--- src/rtl/param_shift_seq.sv ---
// Parameterised shift/rotate burst sequencer with parallel load and a done pulse.
// Optional parity output when SHIFT_PARITY_EN is defined.
//
// state | meaning
// IDLE  | waiting for load or start; done pulses here for one cycle after a burst
// SHIFT | one single-bit shift per edge until the latched amount is exhausted
module param_shift_seq #(
  parameter int WIDTH = 8,
  parameter int CNT_W = 4
) (
  input  logic             clk,
  input  logic             rst,
  input  logic             load,
  input  logic [WIDTH-1:0] data_in,
  input  logic             start,
  input  logic [1:0]       mode,
  input  logic [CNT_W-1:0] amount,
  input  logic             ser_in,
  output logic [WIDTH-1:0] data_out,
  output logic             ser_out,
  output logic             busy,
  output logic             done
`ifdef SHIFT_PARITY_EN
  ,
  output logic             parity
`endif
);

  typedef enum logic {
    IDLE  = 1'b0,
    SHIFT = 1'b1
  } state_t;

  localparam logic [1:0] MODE_SLL = 2'b00;
  localparam logic [1:0] MODE_SRL = 2'b01;
  localparam logic [1:0] MODE_ROL = 2'b10;
  localparam logic [1:0] MODE_ROR = 2'b11;

  state_t           r_state;
  logic [WIDTH-1:0] r_data;
  logic             r_ser;
  logic             r_busy;
  logic             r_done;
  logic [1:0]       r_mode;
  logic [CNT_W-1:0] r_cnt;

  logic [WIDTH-1:0] w_shift_data;
  logic             w_shift_bit;
  logic             w_last;

  // Single-bit step for the latched mode; only consumed while in SHIFT.
  always_comb begin
    w_shift_data = r_data;
    w_shift_bit  = r_ser;
    unique case (r_mode)
      MODE_SLL: begin
        w_shift_data = {r_data[WIDTH-2:0], ser_in};
        w_shift_bit  = r_data[WIDTH-1];
      end
      MODE_SRL: begin
        w_shift_data = {ser_in, r_data[WIDTH-1:1]};
        w_shift_bit  = r_data[0];
      end
      MODE_ROL: begin
        w_shift_data = {r_data[WIDTH-2:0], r_data[WIDTH-1]};
        w_shift_bit  = r_data[WIDTH-1];
      end
      MODE_ROR: begin
        w_shift_data = {r_data[0], r_data[WIDTH-1:1]};
        w_shift_bit  = r_data[0];
      end
      default: begin
        w_shift_data = r_data;
        w_shift_bit  = r_ser;
      end
    endcase
  end

  assign w_last = (r_cnt == CNT_W'(1));

  always_ff @(posedge clk) begin
    if (rst) begin
      r_state <= IDLE;
      r_data  <= '0;
      r_ser   <= 1'b0;
      r_busy  <= 1'b0;
      r_done  <= 1'b0;
      r_mode  <= MODE_SLL;
      r_cnt   <= '0;
    end else begin
      r_done <= 1'b0;
      unique case (r_state)
        IDLE: begin
          if (load) begin
            r_data <= data_in;
          end else if (start) begin
            r_mode <= mode;
            r_cnt  <= amount;
            // A zero-length burst completes immediately without visiting SHIFT.
            if (amount == '0) begin
              r_done <= 1'b1;
            end else begin
              r_state <= SHIFT;
              r_busy  <= 1'b1;
            end
          end
        end
        SHIFT: begin
          r_data <= w_shift_data;
          r_ser  <= w_shift_bit;
          r_cnt  <= r_cnt - CNT_W'(1);
          if (w_last) begin
            r_state <= IDLE;
            r_busy  <= 1'b0;
            r_done  <= 1'b1;
          end
        end
        default: begin
          r_state <= IDLE;
          r_busy  <= 1'b0;
        end
      endcase
    end
  end

  assign data_out = r_data;
  assign ser_out  = r_ser;
  assign busy     = r_busy;
  assign done     = r_done;

`ifdef SHIFT_PARITY_EN
  assign parity = ^r_data;
`endif

endmodule
--- config.mk ---
export PLATFORM = sky130hd
export DESIGN_NAME = param_shift_seq
export DESIGN_NICKNAME = d
export VERILOG_FILES = /design/src/rtl/param_shift_seq.sv
export SDC_FILE = /design/constraint.sdc
export NUM_CORES = 1
export LEC_CHECK = 0
export CORE_MARGIN = 2
export CORE_UTILIZATION = 45
export DETAILED_ROUTE_END_ITERATION = 12
export PLACE_DENSITY = 0.78
export SLEW_MARGIN = 10
export SYNTH_ARGS = -nofsm -noshare
export SYNTH_HDL_FRONTEND = slang
export SYNTH_SLANG_ARGS = --single-unit
--- constraint.sdc ---
create_clock -name clk -period 1.61 [get_ports clk]
set_input_delay 0.483 -clock clk [delete_from_list [all_inputs] [get_ports clk]]
set_output_delay 0.483 -clock clk [all_outputs]
set_load 0.02 [all_outputs]
# Word level (Yosys, flattened, before mapping)
# Cells that the tools add are included.
[classes]
add_sub_neg = 1
n_eq_ne = 9
muxes = 22
n_bitwise = 2
n_reduce_logical = 7
[ops]
columns = ["operator", "count"]
rows = [
  ["8-bit case mux with 4 select lines", 1],
  ["8-bit case mux with 2 select lines", 1],
  ["1-bit two-way mux", 12],
  ["4-bit two-way mux", 2],
  ["8-bit two-way mux", 1],
  ["2-bit != test, second input constant", 4],
  ["1-bit case mux with 2 select lines", 4],
  ["4-bit case mux with 2 select lines", 1],
  ["2-bit equality test, second input constant", 2],
  ["4-bit by 1-bit equality test with 1-bit output, second input constant", 1],
  ["4-bit zero test", 1],
  ["4-bit AND reduction", 1],
  ["2-bit OR reduction", 2],
  ["4-bit by 1-bit subtractor with 4-bit output, second input constant", 1],
  ["3-bit AND reduction", 1],
  ["2-bit by 1-bit equality test with 1-bit output, second input constant", 1],
  ["2-bit zero test", 1],
  ["2-bit by 1-bit != test with 1-bit output, second input constant", 1],
  ["1-bit inverter", 2],
  ["2-bit AND reduction", 1],
]
[totals]
regBits = 18
out_inout_bits = 11
wordCells = 48

# Depth between registers and ports, before layout
[logic_depth]
ltp_word = 5
ltp_mapped = 5
ltp_nobuf = 5

# Least setup slack after synthesis
# OpenSTA, ideal clock, no wires.
[synth_path]
path_type = "input to register"
from = "in load"
to = "reg r_cnt[1]"
setup_time_ps = 115
arrival_ps = 1263
t_required_ps = 1495
setup_slack_ps = 233
path_stages = 4
path_cell_list = "clkbuf_2 nand2b_1 mux2_2 o21a_1"
[synth_between]
elab_chain_cells = 2
[synth_rtl]
columns = ["item", "line", "text"]
rows = [
  ["from (decl)", "13", "input logic load,"],
  ["2-bit != test (no source line)", "--", ""],
  ["2-bit AND reduction (no source line)", "--", ""],
  ["to (signal assigned)", "98", "r_cnt <= amount;"],
  ["to (signal assigned)", "111", "r_cnt <= r_cnt - CNT_W'(1);"],
  ["to (decl)", "45", "logic [CNT_W-1:0] r_cnt;"],
]
# No other way between the ends.
# A chain may end at the register's enable or synchronous reset.

# Worst setup path in the final report
[layout_path]
from = "reg r_data[5], in the netlist data_out[5]"
to = "out data_out[5]"
[layout_lines]
columns = ["item", "line", "text"]
rows = [
  ["from (decl)", "40", "logic [WIDTH-1:0] r_data;"],
  ["from (signal assigned)", "95", "r_data <= data_in;"],
  ["from (signal assigned)", "109", "r_data <= w_shift_data;"],
  ["to (decl)", "19", "output logic [WIDTH-1:0] data_out,"],
]
# No word-level cell between the ends.

==> results.tsv <==
stage	metric	value	unit
run_status	status	completed	
clock_network	cts_root_buf	clkbuf_4	
yosys	synth-xor-area-share	0	%
grt	overflow	0	
clock_network	cts_sinks	18	
yosys	yosys_warnings	0	
placement	gp_congestion	0.763	
timing	setup_violations	0	
yosys	synth-edff-count	0	
routing	routed_wirelength	2170	um
run	cap_violations	0	
setup_path	start_kind	flop	
setup_path	cpMaxStageDelayCell	dfxtp_1	
grt	grt_usage	20.2	%
grt	antenna_found_initial	0	
pwr	total_power	1.09	mW
floorplanning	start_util	48.5	%
setup_path	crit_type	reg -> out	
final_layout	area_growth_syn_to_layout	40.6	%
placement	dp_hpwl	1660	um
grt	grtUsageMet2	35.5	%
floorplanning	die_y	50.2	um
routing	drtIter0Drc	7	
yosys	async_flop_share	0	%
routing	wire_per_inst	13.3	um
clock_network	clk_path_buf_depth	2	
placement	io_buffers	29	
routing	dr.pass1.iters	4	
pwr	power_leakage	0.534	nW
yosys	synth_compound_area_share	23.3	%
setup_path	crit_family	flip-flops	
grt	grt_first_pass_wirelength	3900	um
timing	fin_crit	1.53	ns
timing	setup_ws	0.0782	ns
yosys	avgSynthCellArea	9.61	sq um
final_layout	insertedDiodeCount	0	
yosys	yosysUniqueCellTypes	31	
yosys	synth-simple-area-share	17.3	%
clock_network	hold_buffers	0	
routing	ant_nets	0	
placement	dp_slack	-0.191	ns
routing	vias	863	
clock_network	tritoncts	yes	
clock_network	cts_made_buffers	3	
floorplanning	core-area	0.00198	sq mm
timing	finalHoldViolCount	0	
timing	fin_crit_sh	95.1	%
yosys	synth_seq_cells	18	
setup_path	cpPeakStageDelay	0.40	ns
grt	use_met1	23.9	%
floorplanning	io_pins	30	
clock_network	worstSkewPairLatency	0.29	ns
final_layout	most-common-layout-cells	dfxtp_1 (18), clkdlybuf4s50_1 (18), a211oi_1 (15)	
setup_path	critPathCaptureType	output port	
yosys	yosysSeqAreaShare	37.5	%
routing	drc_errors	0	
setup_path	crit_chain	dlygate4sd2_1	
routing	viasPerCell	5.29	
yosys	synth_top_family_by_area	compound AO/OA/AOI/OAI gates	
yosys	synth-adder-area-share	2.60	%
clock_network	cts_setup_buffers	0	
final_layout	layoutNonFillerInstCount	163	
clock_network	clk_pin_slew	0.10	ns
hold_path	hold_path_class	reg -> reg	
timing	rsz0062_at_grt	no	
final_layout	fin_nets	158	
yosys	postSynth.topFlopCell	dfxtp_1	
grt	grt_max_degree	16	
pwr	power_density	804	mW/mm^2
floorplanning	placement_rows	16	
grt	grt-busiest-layer	met2	
floorplanning	die-area	0.00252	sq mm
setup_path	crit_required	1.13	ns
grt	grt.met3_usage	3.27	%
yosys	synth_mux_area_share	13.7	%
timing	finClkSkew	0.00319	ns
yosys	syn_area	961	sq um
floorplanning	die-width	50.2	um
setup_path	critical_path_arrival	1.05	ns
placement	dpl.cell_count	159	
pwr	vdd_ir_drop_max	0.524	mV
timing	fin_hold_ws	0.465	ns
timing	relSlewSlack	63.4	%
setup_path	cp_num_buf_inv	1	
final_layout	drive_gt1_share	15.4	%
yosys	netlist_instances	100	
yosys	synth_fp_nets	121	
setup_path	crit_path_max_fanout	4	
timing	worst_pin_slew	0.549	ns
timing	slew_viol_final	0	
timing	fmax	653	MHz
clock_network	htreeDepth	1	
grt	grt_pass1_vias	933	
## stage by stage
step           setup TNS (ns)  utilization (%)  cell area (sq um)
6_report                    0             68.2               1350
3_3_place_gp            -1.33             67.0               1330
3_5_place_dp            -1.98             67.0               1330
4_1_cts                     0             68.2               1350
2_1_floorplan               0                -                961
5_1_grt                     0             68.2               1350
## sequential cells by signal, indices dropped and copies added (netlist names)
name,cells
data_out,8
done,1
busy,1
r_cnt,4
r_mode,2
r_state,1
ser_out,1
## power by group
group	switching, mW	total, mW	internal (mW)
clock	0.140	0.278	0.138
combinational	0.130	0.287	0.158
sequential	0.0375	0.521	0.483
## final timing paths
path	end	cells past startpoint	from	slack [ns]
max	data_out[5]	1	data_out[5]$_SDFFE_PP0P_	0.08
max reg2reg	r_cnt[3]$_SDFFE_PP0P_	3	r_cnt[0]$_SDFFE_PP0P_	0.36
min	busy$_SDFFE_PP0P_	2	busy$_SDFFE_PP0P_	0.46
min reg2reg	busy$_SDFFE_PP0P_	2	busy$_SDFFE_PP0P_	0.46
## cell usage after synthesis (2+ instances only)
cell type	number	area, sq um
ha_1	2	25.0
a211oi_1	15	113
mux2i_1	12	120
nand2b_1	3	18.8
dfxtp_1	18	360
nor2_1	4	15.0
nand2_1	3	11.3
nand3b_1	2	15.0
buf_2	3	15.0
inv_1	4	15.0
nor2b_1	8	50.1
clkbuf_1	3	11.3
a21oi_1	5	25.0
## final cells by class
type                            instances  area [sq um]
Inverter                                4          15.0
Sequential cell                        18           360
Timing Repair Buffer                   40           359
Multi-Input combinational cell         70           547
Clock buffer                            4          36.3
Tap cell                               27          33.8
Fill cell                             166           631
## worst reg2reg max path: cells and delay by family, from the launching register on
family           cells  cell delay, ns
AND/OR/NAND/NOR      1            0.56
AO/OA/AOI/OAI        2            0.27
flip-flops           1            0.36
## logic make-up after synthesis
logic type,after synthesis
compound gates,30
simple gates,25
flops,18
mux,13
buf+inv,12
fa+ha+maj,2
## what timing repair did
item,in CTS,in global routing
gates resized for setup,11,0
hold endpoints to repair,0,0
setup endpoints to repair,11,0
## per-layer routing
metal	part of all wire (%)	wire [um]
met5	0	0
met4	0.60	13
met3	4.5	98
met2	50	1070
met1	45	979
Note: power is estimated with default switching activity, not from simulation.
